--- src/rtl/morra_pkg.sv ---
// morra_pkg: move/result/state encodings and the move-dominance rule for the match engine.
package morra_pkg;

    typedef enum logic [1:0] {MV_NONE, MV_ROCK, MV_PAPER, MV_SCISSORS} move_t;
    typedef enum logic [1:0] {M_INV, M_P1, M_P2, M_DRAW} manche_t;
    typedef enum logic [1:0] {P_NONE, P_P1, P_P2, P_DRAW} partita_t;
    typedef enum logic [1:0] {S_IDLE, S_PLAY, S_DONE} state_t;

    function automatic logic beats(move_t a, move_t b);
        return (a == MV_ROCK && b == MV_SCISSORS) || (a == MV_SCISSORS && b == MV_PAPER) ||
               (a == MV_PAPER && b == MV_ROCK);
    endfunction

    // Wide enough for the largest possible max-round count.
    function automatic int cnt_width(int cfg_w, int min_r);
        return $clog2(2 ** cfg_w - 1 + min_r + 1);
    endfunction

endpackage

--- src/rtl/morra_cinese_gen_if.sv ---
// morra_cinese_gen_if: sampled command/move inputs and registered match outputs.
interface morra_cinese_gen_if #(
    parameter int CFG_W = 4,
    parameter int CNT_W = 5
);
    logic             VALID;
    logic             INIZIA;
    logic [CFG_W-1:0] CFG;
    logic [1:0]       PRIMO;
    logic [1:0]       SECONDO;
    logic             MANCHE_VALID;
    logic [1:0]       MANCHE;
    logic [1:0]       PARTITA;
    logic [CNT_W-1:0] SCORE1;
    logic [CNT_W-1:0] SCORE2;
    logic [CNT_W-1:0] ROUNDS;

    modport master (
        output VALID, INIZIA, CFG, PRIMO, SECONDO,
        input  MANCHE_VALID, MANCHE, PARTITA, SCORE1, SCORE2, ROUNDS
    );
    modport slave (
        input  VALID, INIZIA, CFG, PRIMO, SECONDO,
        output MANCHE_VALID, MANCHE, PARTITA, SCORE1, SCORE2, ROUNDS
    );
endinterface

--- src/rtl/morra_judge.sv ---
// morra_judge: combinational round judge; validity (incl. repeat restriction) and winner.
module morra_judge
    import morra_pkg::*;
(
    input  move_t   p1_i,
    input  move_t   p2_i,
    input  move_t   rmove_i,
    input  manche_t rwho_i,
    output logic    valid_o,
    output manche_t manche_o
);
    assign valid_o = p1_i != MV_NONE && p2_i != MV_NONE &&
                     !(rwho_i == M_P1 && p1_i == rmove_i) &&
                     !(rwho_i == M_P2 && p2_i == rmove_i);
    assign manche_o = !valid_o ? M_INV : p1_i == p2_i ? M_DRAW : beats(p1_i, p2_i) ? M_P1 : M_P2;
endmodule

--- src/rtl/morra_cinese_gen.sv ---
// morra_cinese_gen: rock-paper-scissors match engine with early-win margin and registered outputs.
// Define MORRA_NO_REPEAT_EN to forbid a manche winner from replaying their winning move.
module morra_cinese_gen
    import morra_pkg::*;
#(
    parameter int CFG_W      = 4,
    parameter int MIN_ROUNDS = 4,
    parameter int WIN_MARGIN = 2
) (
    input logic               clk,
    input logic               rst_n,
    morra_cinese_gen_if.slave bus
);
    localparam int CNT_W = cnt_width(CFG_W, MIN_ROUNDS);
    localparam logic [CNT_W-1:0] MIN_C = CNT_W'(MIN_ROUNDS);
    localparam logic signed [CNT_W:0] MARGIN_C = (CNT_W + 1)'(WIN_MARGIN);

    state_t                  state_q;
    logic                    mv_q;
    manche_t                 manche_q, res, rwho;
    partita_t                partita_q, cmp;
    move_t                   rmove;
    logic [CNT_W-1:0]        max_q, s1_q, s2_q, r_q, s1_d, s2_d, r_d;
    logic signed [CNT_W:0]   diff;
    logic                    ok, count, fin;

    morra_judge u_judge (
        .p1_i    (move_t'(bus.PRIMO)),
        .p2_i    (move_t'(bus.SECONDO)),
        .rmove_i (rmove),
        .rwho_i  (rwho),
        .valid_o (ok),
        .manche_o(res)
    );

    // Post-update counters feed the end check in the same cycle.
    assign count = bus.VALID && !bus.INIZIA && state_q == S_PLAY && ok;
    assign s1_d  = s1_q + CNT_W'(count && res == M_P1);
    assign s2_d  = s2_q + CNT_W'(count && res == M_P2);
    assign r_d   = r_q + CNT_W'(count);
    assign diff  = $signed({1'b0, s1_d}) - $signed({1'b0, s2_d});
    assign cmp   = s1_d > s2_d ? P_P1 : s1_d < s2_d ? P_P2 : P_DRAW;
    assign fin   = count && ((r_d >= MIN_C && (diff >= MARGIN_C || -diff >= MARGIN_C)) || r_d == max_q);

`ifdef MORRA_NO_REPEAT_EN
    move_t   rmove_q;
    manche_t rwho_q;
    assign rmove = rmove_q;
    assign rwho  = rwho_q;
    always_ff @(posedge clk or negedge rst_n)
        if (!rst_n) begin
            rwho_q  <= M_INV;
            rmove_q <= MV_NONE;
        end else if (bus.VALID && (bus.INIZIA || count)) begin
            rwho_q  <= bus.INIZIA || res == M_DRAW ? M_INV : res;
            rmove_q <= res == M_P1 ? move_t'(bus.PRIMO) : move_t'(bus.SECONDO);
        end
`else
    assign rmove = MV_NONE;
    assign rwho  = M_INV;
`endif

    always_ff @(posedge clk or negedge rst_n) begin
        if (!rst_n) begin
            state_q   <= S_IDLE;
            mv_q      <= 1'b0;
            manche_q  <= M_INV;
            partita_q <= P_NONE;
            max_q     <= '0;
            s1_q      <= '0;
            s2_q      <= '0;
            r_q       <= '0;
        end else begin
            mv_q <= bus.VALID;
            if (bus.VALID && bus.INIZIA) begin
                state_q   <= S_PLAY;
                manche_q  <= M_INV;
                partita_q <= P_NONE;
                max_q     <= CNT_W'(bus.CFG) + MIN_C;
                s1_q      <= '0;
                s2_q      <= '0;
                r_q       <= '0;
            end else if (bus.VALID) begin
                manche_q <= state_q == S_PLAY ? res : M_INV;
                s1_q     <= s1_d;
                s2_q     <= s2_d;
                r_q      <= r_d;
                if (fin) begin
                    state_q   <= S_DONE;
                    partita_q <= cmp;
                end
            end
        end
    end

    assign bus.MANCHE_VALID = mv_q;
    assign bus.MANCHE       = manche_q;
    assign bus.PARTITA      = partita_q;
    assign bus.SCORE1       = s1_q;
    assign bus.SCORE2       = s2_q;
    assign bus.ROUNDS       = r_q;
endmodule

--- src/flat_wrapper.sv ---
// flat-port wrapper written by rule: the top's interface ports become plain ports
module morra_cinese_gen_flat import morra_pkg::*;
#(
    parameter int CFG_W      = 4,
    parameter int MIN_ROUNDS = 4,
    parameter int WIN_MARGIN = 2
)
  (clk, rst_n, bus_VALID, bus_INIZIA, bus_CFG, bus_PRIMO, bus_SECONDO, bus_MANCHE_VALID, bus_MANCHE, bus_PARTITA, bus_SCORE1, bus_SCORE2, bus_ROUNDS);
  morra_cinese_gen_if #(.CFG_W(CFG_W), .CNT_W(5)) bus_i ();
  input logic clk;
  input logic rst_n;
  input wire logic [$bits(bus_i.VALID)-1:0] bus_VALID;
  input wire logic [$bits(bus_i.INIZIA)-1:0] bus_INIZIA;
  input wire logic [$bits(bus_i.CFG)-1:0] bus_CFG;
  input wire logic [$bits(bus_i.PRIMO)-1:0] bus_PRIMO;
  input wire logic [$bits(bus_i.SECONDO)-1:0] bus_SECONDO;
  output wire logic [$bits(bus_i.MANCHE_VALID)-1:0] bus_MANCHE_VALID;
  output wire logic [$bits(bus_i.MANCHE)-1:0] bus_MANCHE;
  output wire logic [$bits(bus_i.PARTITA)-1:0] bus_PARTITA;
  output wire logic [$bits(bus_i.SCORE1)-1:0] bus_SCORE1;
  output wire logic [$bits(bus_i.SCORE2)-1:0] bus_SCORE2;
  output wire logic [$bits(bus_i.ROUNDS)-1:0] bus_ROUNDS;
  assign bus_i.VALID = bus_VALID;
  assign bus_i.INIZIA = bus_INIZIA;
  assign bus_i.CFG = bus_CFG;
  assign bus_i.PRIMO = bus_PRIMO;
  assign bus_i.SECONDO = bus_SECONDO;
  assign bus_MANCHE_VALID = bus_i.MANCHE_VALID;
  assign bus_MANCHE = bus_i.MANCHE;
  assign bus_PARTITA = bus_i.PARTITA;
  assign bus_SCORE1 = bus_i.SCORE1;
  assign bus_SCORE2 = bus_i.SCORE2;
  assign bus_ROUNDS = bus_i.ROUNDS;
  morra_cinese_gen #(.CFG_W(CFG_W), .MIN_ROUNDS(MIN_ROUNDS), .WIN_MARGIN(WIN_MARGIN)) u_core (.clk(clk), .rst_n(rst_n), .bus(bus_i));
endmodule
--- config.mk ---
export PLATFORM = sky130hd
export DESIGN_NAME = morra_cinese_gen_flat
export DESIGN_NICKNAME = d
export VERILOG_FILES = /design/src/rtl/morra_pkg.sv /design/src/rtl/morra_cinese_gen_if.sv /design/src/rtl/morra_judge.sv /design/src/rtl/morra_cinese_gen.sv /design/src/flat_wrapper.sv
export SDC_FILE = /design/constraint.sdc
export NUM_CORES = 1
export LEC_CHECK = 0
export BUFFER_PORTS_ARGS = -buffer_cell sky130_fd_sc_hd__buf_4
export CORE_MARGIN = 3
export CORE_UTILIZATION = 40
export DETAILED_ROUTE_END_ITERATION = 8
export SETUP_SLACK_MARGIN = 0.05
export SKIP_LAST_GASP = 1
export SLEW_MARGIN = 30
export SYNTH_ARGS = -nofsm -noshare
export SYNTH_HDL_FRONTEND = slang
export SYNTH_SLANG_ARGS = --single-unit
--- constraint.sdc ---
create_clock -name clk -period 4 [get_ports clk]
set_clock_uncertainty 0.2 [all_clocks]
set_input_delay 0.6 -clock clk [delete_from_list [all_inputs] [get_ports clk]]
set_output_delay 0.6 -clock clk [all_outputs]
set_load 0.05 [all_outputs]
# Word-level counts from Yosys, hierarchy flattened
# Cells that the tools add are included.
dict set report word_totals {
  reg_bits 27
  inputBits 12
  wordCells 72
  out_inout_bits 20
}
dict set report classes {
  n_mux 20
  eq_ne 11
  order_cmp 5
  reduce_logical 22
  add_sub_neg 6
}
# cell count
set op_table {}
lappend op_table {{$mux 5} 6}
lappend op_table {{$mux 2} 13}
lappend op_table {{$add 5x1->5} 3}
lappend op_table {{$ge 6x3->1 const B} 2}
lappend op_table {{$logic_and 1x1->1} 12}
lappend op_table {{$eq 2x2->1 const B} 5}
lappend op_table {{$eq 2x1->1 const B} 4}
lappend op_table {{$reduce_bool 2->1} 4}
lappend op_table {{$neg 6->6} 1}
lappend op_table {{$sub 5x5->6} 1}
lappend op_table {{$add 4x3->5 const B} 1}
lappend op_table {{$eq 5x5->1} 1}
lappend op_table {{$ge 5x3->1 const B} 1}
lappend op_table {{$gt 5x5->1} 1}
lappend op_table {{$lt 5x5->1} 1}
lappend op_table {{$logic_or 1x1->1} 4}
lappend op_table {{$eq 2x2->1} 1}
lappend op_table {{$reduce_and 2->1} 1}
lappend op_table {{$logic_not 1->1} 1}
lappend op_table {{$mux 1} 1}

# Depth between registers and ports, before layout
dict set report depth {
  ltp_word 20
  depth_mapped 17
  ltp_nobuf 17
}

# Cells and area by module
# A second synthesis with hierarchy kept.
dict set report hier_totals {
  hier_cells 214
  area_unflattened_um2 1978.1
}
# module instances seq_area_each_um2 cells_per_inst area_each_um2
set modules_own_cells {}
lappend modules_own_cells {morra_cinese_gen 1 675.6 196 1813.0}
lappend modules_own_cells {morra_judge 1 0.0 18 165.2}

# Worst setup path before layout
# OpenSTA, ideal clock, no wires.
dict set report synth_timing {
  path_kind {input -> register}
  startpoint {input port bus_INIZIA}
  endpoint {register u_core.state_q[0]}
  required_ns 3.673
  setup_ns 0.127
  stages 14
  arrival_ns 3.494
  n_path_buf 0
  slack_ns 0.180
  cell_sequence {nand2b_1 nor4b_2 and2_1 ha_1 ha_1 nand3_1 xnor2_1 ha_1 o21a_1 o31a_1 a21o_2 a31oi_1 a31oi_4 a221o_2}
}
dict set report synth_between {
  elab_chain_cells 15
  elab_cells_between_ends 24
  cone_classes {5 x add/sub; 3 x order compare; 1 x eq/ne; 1 x mux; 14 x reduce/logical}
}
# element line_no
set synth_lines {}
lappend synth_lines {{start, declared} flat_wrapper.sv:13} ;# input wire logic [$bits(bus_i.INIZIA)-1:0] bus_INIZIA;
lappend synth_lines {{$logic_not 1->1} morra_cinese_gen.sv:37} ;# assign count = bus.VALID && !bus.INIZIA && state_q == S_PLAY && ok;
lappend synth_lines {{$logic_and 1x1->1 (3 in series)} morra_cinese_gen.sv:37}
lappend synth_lines {{$logic_and 1x1->1 (on tied branches)} {morra_cinese_gen.sv:38, morra_cinese_gen.sv:39}}
lappend synth_lines {{$add 5x1->5 (on tied branches)} {morra_cinese_gen.sv:38, morra_cinese_gen.sv:39}}
lappend synth_lines {{$sub 5x5->6} morra_cinese_gen.sv:41} ;# assign diff = $signed({1'b0, s1_d}) - $signed({1'b0, s2_d});
lappend synth_lines {{$neg 6->6} morra_cinese_gen.sv:43} ;# assign fin = count && ((r_d >= MIN_C && (diff >= MARGIN_C || -diff >= MARGIN_C)) || r_d == max_q);
lappend synth_lines {{$ge 6x3->1} morra_cinese_gen.sv:43}
lappend synth_lines {{$logic_or 1x1->1} morra_cinese_gen.sv:43}
lappend synth_lines {{$logic_and 1x1->1} morra_cinese_gen.sv:43}
lappend synth_lines {{$logic_or 1x1->1} morra_cinese_gen.sv:43}
lappend synth_lines {{$logic_and 1x1->1} morra_cinese_gen.sv:43}
lappend synth_lines {{$reduce_bool 2->1 (no line)} --}
lappend synth_lines {{$reduce_and 2->1 (no line)} --}
lappend synth_lines {{end signal, assigned} morra_cinese_gen.sv:65} ;# state_q <= S_IDLE;
lappend synth_lines {{end signal, assigned} morra_cinese_gen.sv:76} ;# state_q <= S_PLAY;
lappend synth_lines {{end signal, assigned} morra_cinese_gen.sv:89} ;# state_q <= S_DONE;
lappend synth_lines {{end, declared} morra_cinese_gen.sv:18} ;# state_t state_q;
# Parallel ways exist; a longest one is shown, timed or not.
# A chain may end at the register's enable or synchronous reset.

# Worst setup path in the final report
dict set report layout_timing {
  startpoint {input port bus_SECONDO[0]}
  endpoint {register u_core.state_q[0]}
}
dict set report layout_between {
  elab_chain_cells 19
  elab_cells_between_ends 34
  cone_classes {5 x add/sub; 3 x order compare; 7 x eq/ne; 3 x mux; 16 x reduce/logical}
}
# element line_no
set layout_lines {}
lappend layout_lines {{start, declared} flat_wrapper.sv:16} ;# input wire logic [$bits(bus_i.SECONDO)-1:0] bus_SECONDO;
lappend layout_lines {{$eq 2x2->1} morra_pkg.sv:10} ;# return (a == MV_ROCK && b == MV_SCISSORS) || (a == MV_SCISSORS && b == MV_PAPER) ||
lappend layout_lines {{$logic_and 1x1->1} morra_pkg.sv:10}
lappend layout_lines {{$logic_or 1x1->1 (2 in series)} morra_pkg.sv:10}
lappend layout_lines {{$mux 2 (3 in series)} morra_judge.sv:15} ;# assign manche_o = !valid_o ? M_INV : p1_i == p2_i ? M_DRAW : beats(p1_i, p2_i) ? M_P1 : M_P2;
lappend layout_lines {{$eq 2x1->1 / $eq 2x2->1 (equally long branches)} {morra_cinese_gen.sv:38, morra_cinese_gen.sv:39}}
lappend layout_lines {{$logic_and 1x1->1 (on tied branches)} {morra_cinese_gen.sv:38, morra_cinese_gen.sv:39}}
lappend layout_lines {{$add 5x1->5 (on tied branches)} {morra_cinese_gen.sv:38, morra_cinese_gen.sv:39}}
lappend layout_lines {{$sub 5x5->6} morra_cinese_gen.sv:41}
lappend layout_lines {{$neg 6->6} morra_cinese_gen.sv:43}
lappend layout_lines {{$ge 6x3->1} morra_cinese_gen.sv:43}
lappend layout_lines {{$logic_or 1x1->1} morra_cinese_gen.sv:43}
lappend layout_lines {{$logic_and 1x1->1} morra_cinese_gen.sv:43}
lappend layout_lines {{$logic_or 1x1->1} morra_cinese_gen.sv:43}
lappend layout_lines {{$logic_and 1x1->1 (*)} morra_cinese_gen.sv:43}
lappend layout_lines {{$reduce_bool 2->1 (no line) (*)} --}
lappend layout_lines {{$reduce_and 2->1 (no line) (*)} --}
# Every way passes the cells marked *; elsewhere a longest branch is shown, timed or not.

==> results.sh <==
export IMPL_synthTopCellsByCount="27 x dfrtp_1, 20 x nand2_1, 16 x o21ai_0, 16 x xnor2_1, 13 x ha_1"
export IMPL_tightest_slew_ns=0.633
export IMPL_cts_tree="yes"
export IMPL_htreeDepth=1
export IMPL_synth_edf_count=0
export IMPL_cts_sinks=27
export IMPL_fmax_mhz=265
export IMPL_layout_worst_path_cycle_share=0.942
export IMPL_worstSetupPathType="in2reg"
export IMPL_insertedDiodeCount=0
export IMPL_ys_types=44
export IMPL_worst_slack_ns=0.232
export IMPL_synth_nets=231
export IMPL_ant_nets=0
export IMPL_period_minus_slack_ns=3.77
export IMPL_synthArstFlopShare=1.00
export IMPL_start_kind="input port"
export IMPL_initial_utilization=0.426
export IMPL_multiInputGateArea_um2=1190
export IMPL_max_stage_delay_ns=0.36
export IMPL_portBuffers=31
export IMPL_setup_violations=0
export IMPL_cpMostUsedCell="ha_1"
export IMPL_worstPathMaxFanout=6
export IMPL_num_fill_cells=431
export IMPL_syn_area_per_cell_um2=9.31
export IMPL_worstPathArrival_ns=3.74
export IMPL_yosysTopAreaCell="dfrtp_1"
export IMPL_utilization=0.530
export IMPL_cts_max_path_buffers=2
export IMPL_endpoint_kind="flip-flop"
export IMPL_pre_cts_ws_ns=-0.112
export IMPL_cp_required_ns=3.97
export IMPL_yosys_top_cells_area="dfrtp_1 35%, ha_1 8.5%, xnor2_1 7.3%"
export IMPL_drt_total_wl_um=4340
export IMPL_place_hpwl_um=3420
export IMPL_synth_most_common_cell="dfrtp_1"
export IMPL_avgRoutedWirePerCell_um=14.2
export IMPL_dr_total_vias=1642
export IMPL_seq_area_frac_synth=0.352
export IMPL_grt_pass1_vias=1451
export IMPL_ios=32
export IMPL_drive_gt1_frac=0.265
export IMPL_gp_congestion=0.909
export IMPL_relSlewSlack=0.573
export IMPL_cp_cell_sequence="buf_4, nor2b_1, nor2b_1, o21ai_0, o21ai_0, and2_1, ha_1, ha_1, ha_1, nand2b_1, a21oi_1, o31a_1, a21o_2, a31oi_1, a31oi_4, a221o_2"
export IMPL_drtIter0Drc=51
export IMPL_clk_latency_ns=0.27
export IMPL_drc=0
export IMPL_finalMaxSlewViolations=0
export IMPL_hold_viol_final=0
export IMPL_ys_ff_latch=27
export IMPL_synth_cells=206
export IMPL_leakagePower_nw=1.12
export IMPL_fp_row_count=24
export IMPL_ys_flop_type="dfrtp_1"
export IMPL_clkTransAtPathRegs_ns=0.10
export IMPL_powerDensity_nw_per_um2=296
export IMPL_viasPerCell=5.38
export IMPL_slowest_stage="a221o_2"
export IMPL_rsz0062_at_grt="yes"
export IMPL_seqCellArea_um2=676
export IMPL_drtPass1Iterations=4
export IMPL_tns_ns=0
export IMPL_root_buffer="clkbuf_8"
export IMPL_grt_overflow=0
export IMPL_grt_antenna_before_repair=0
export IMPL_max_cap_violations=0
export IMPL_grt_pass1_wl_um=7160
export IMPL_track_usage=0.164
export IMPL_hold_class="in2async"
export IMPL_die_area_um2=5660
export IMPL_postCtsSetupRepairBufs=0
export IMPL_die_h_um=75.2
export IMPL_chipWidth_um=75.2
export IMPL_status="complete, no violations"
export IMPL_synth_cell_area_um2=1920
export IMPL_grt_max_degree=28
export IMPL_ys_warn_count=0
export IMPL_cts_made_buffers=3
export IMPL_core_um2=4500
export IMPL_peakVddDrop_v=0.000215
export IMPL_syn2layout_area_growth_pct=24.5
export IMPL_layout_nets=279
export IMPL_synth_top_cell_area_share=0.352
## cells by family (layout without fill, tap and decap cells)
family	after synthesis	after routing	share of synthesized area
buffers and inverters	17	64	0.0346
muxes	11	11	0.0600
xor gates and xnor gates	21	21	0.0998
DFF	27	27	0.352
adders and majority gates	13	13	0.0848
AOI/OAI and AO/OA	58	58	0.216
and+or+nand+nor	59	59	0.153
## cell usage in the layout (no fill, tap or decap), types with 2 or more instances in the layout
master,count
o31ai_1,2
o211ai_1,2
ha_1,13
a22o_1,3
nand2_1,20
o22ai_1,4
dfrtp_1,27
a31oi_1,4
nand4_1,2
o21a_1,2
and2_1,4
xnor2_1,15
nand2b_1,3
a21oi_1,7
xnor2_2,2
o21ai_0,16
buf_4,49
nand3_1,11
nor3_1,2
inv_1,10
clkbuf_8,3
nor2_1,9
mux2_2,4
o2bb2ai_1,7
nor2b_1,4
xor2_1,4
mux2i_1,7
## state kept, by name, indices dropped and copies added, names as in the netlist
name / cells
u_core.bus.PARTITA: 2
u_core.bus.SCORE2: 5
u_core.bus.MANCHE: 2
u_core.bus.MANCHE_VALID: 1
u_core.max_q: 5
u_core.bus.SCORE1: 5
u_core.state_q: 2
u_core.bus.ROUNDS: 5
## layout make-up
type	count	area share
clock buffer	3	0.0173
clock inverter	1	0.00210
inverter	11	0.0173
multi-input combinational	162	0.499
sequential	27	0.283
tap	52	0.0272
timing repair buffer	49	0.154
## critical path: cells and delay by family
family / cells / cell delay, ns
fa+ha+maj: 3 / 0.88
simple gates: 4 / 0.58
compound gates: 8 / 1.55
buf+inv: 1 / 0.13
## power breakdown
group	total (mW)	internal (mW)	leakage, nW	switching (mW)
registers	0.305	0.291	0.358	0.0137
logic	0.246	0.106	0.737	0.140
clock network	0.156	0.0698	0.0255	0.0862
total	0.707	0.467	1.12	0.240
## stage by stage
step | cell area, µm² | hold slack [ns] | total power [mW] | instances
2_1_floorplan | 1920 | 0.104 | 0.482 | 206
3_3_place_gp | 2330 | 0.291 | 0.553 | 301
3_5_place_dp | 2330 | 0.286 | 0.555 | 301
4_1_cts | 2370 | 0.0290 | 0.711 | 305
5_1_grt | 2390 | 0.0388 | 0.750 | 305
6_report | 2390 | 0.0241 | 0.707 | 305
## routing by layer
metal  up-vias  GRT usage  share of wire
met3         2     0.0254          0.048
met4         0     0.0350         0.0044
li1        837          -              -
met1       762      0.256           0.53
met5         -          0              0
met2        41      0.238           0.42
## worst paths after layout
kind                                 startpoint  cells after the start  slack [ns]                    end
max in group asynchronous                 rst_n                      1        3.32  u_core.bus.PARTITA[0]
min in group clk           u_core.bus.MANCHE[1]                      1        0.31   u_core.bus.MANCHE[1]
max                              bus_SECONDO[0]                     16        0.23      u_core.state_q[0]
min reg2reg                u_core.bus.MANCHE[1]                      1        0.31   u_core.bus.MANCHE[1]
min                                       rst_n                      1        0.02   u_core.bus.SCORE2[2]
max reg2reg                   u_core.state_q[1]                     12        0.48      u_core.state_q[0]
## what timing repair did
item,4_1_cts,5_1_grt
endpoints found under the setup margin,0,4
gates resized for setup,0,2
hold buffers,0,0
No activity file was read; power rests on OpenSTA's default activity.
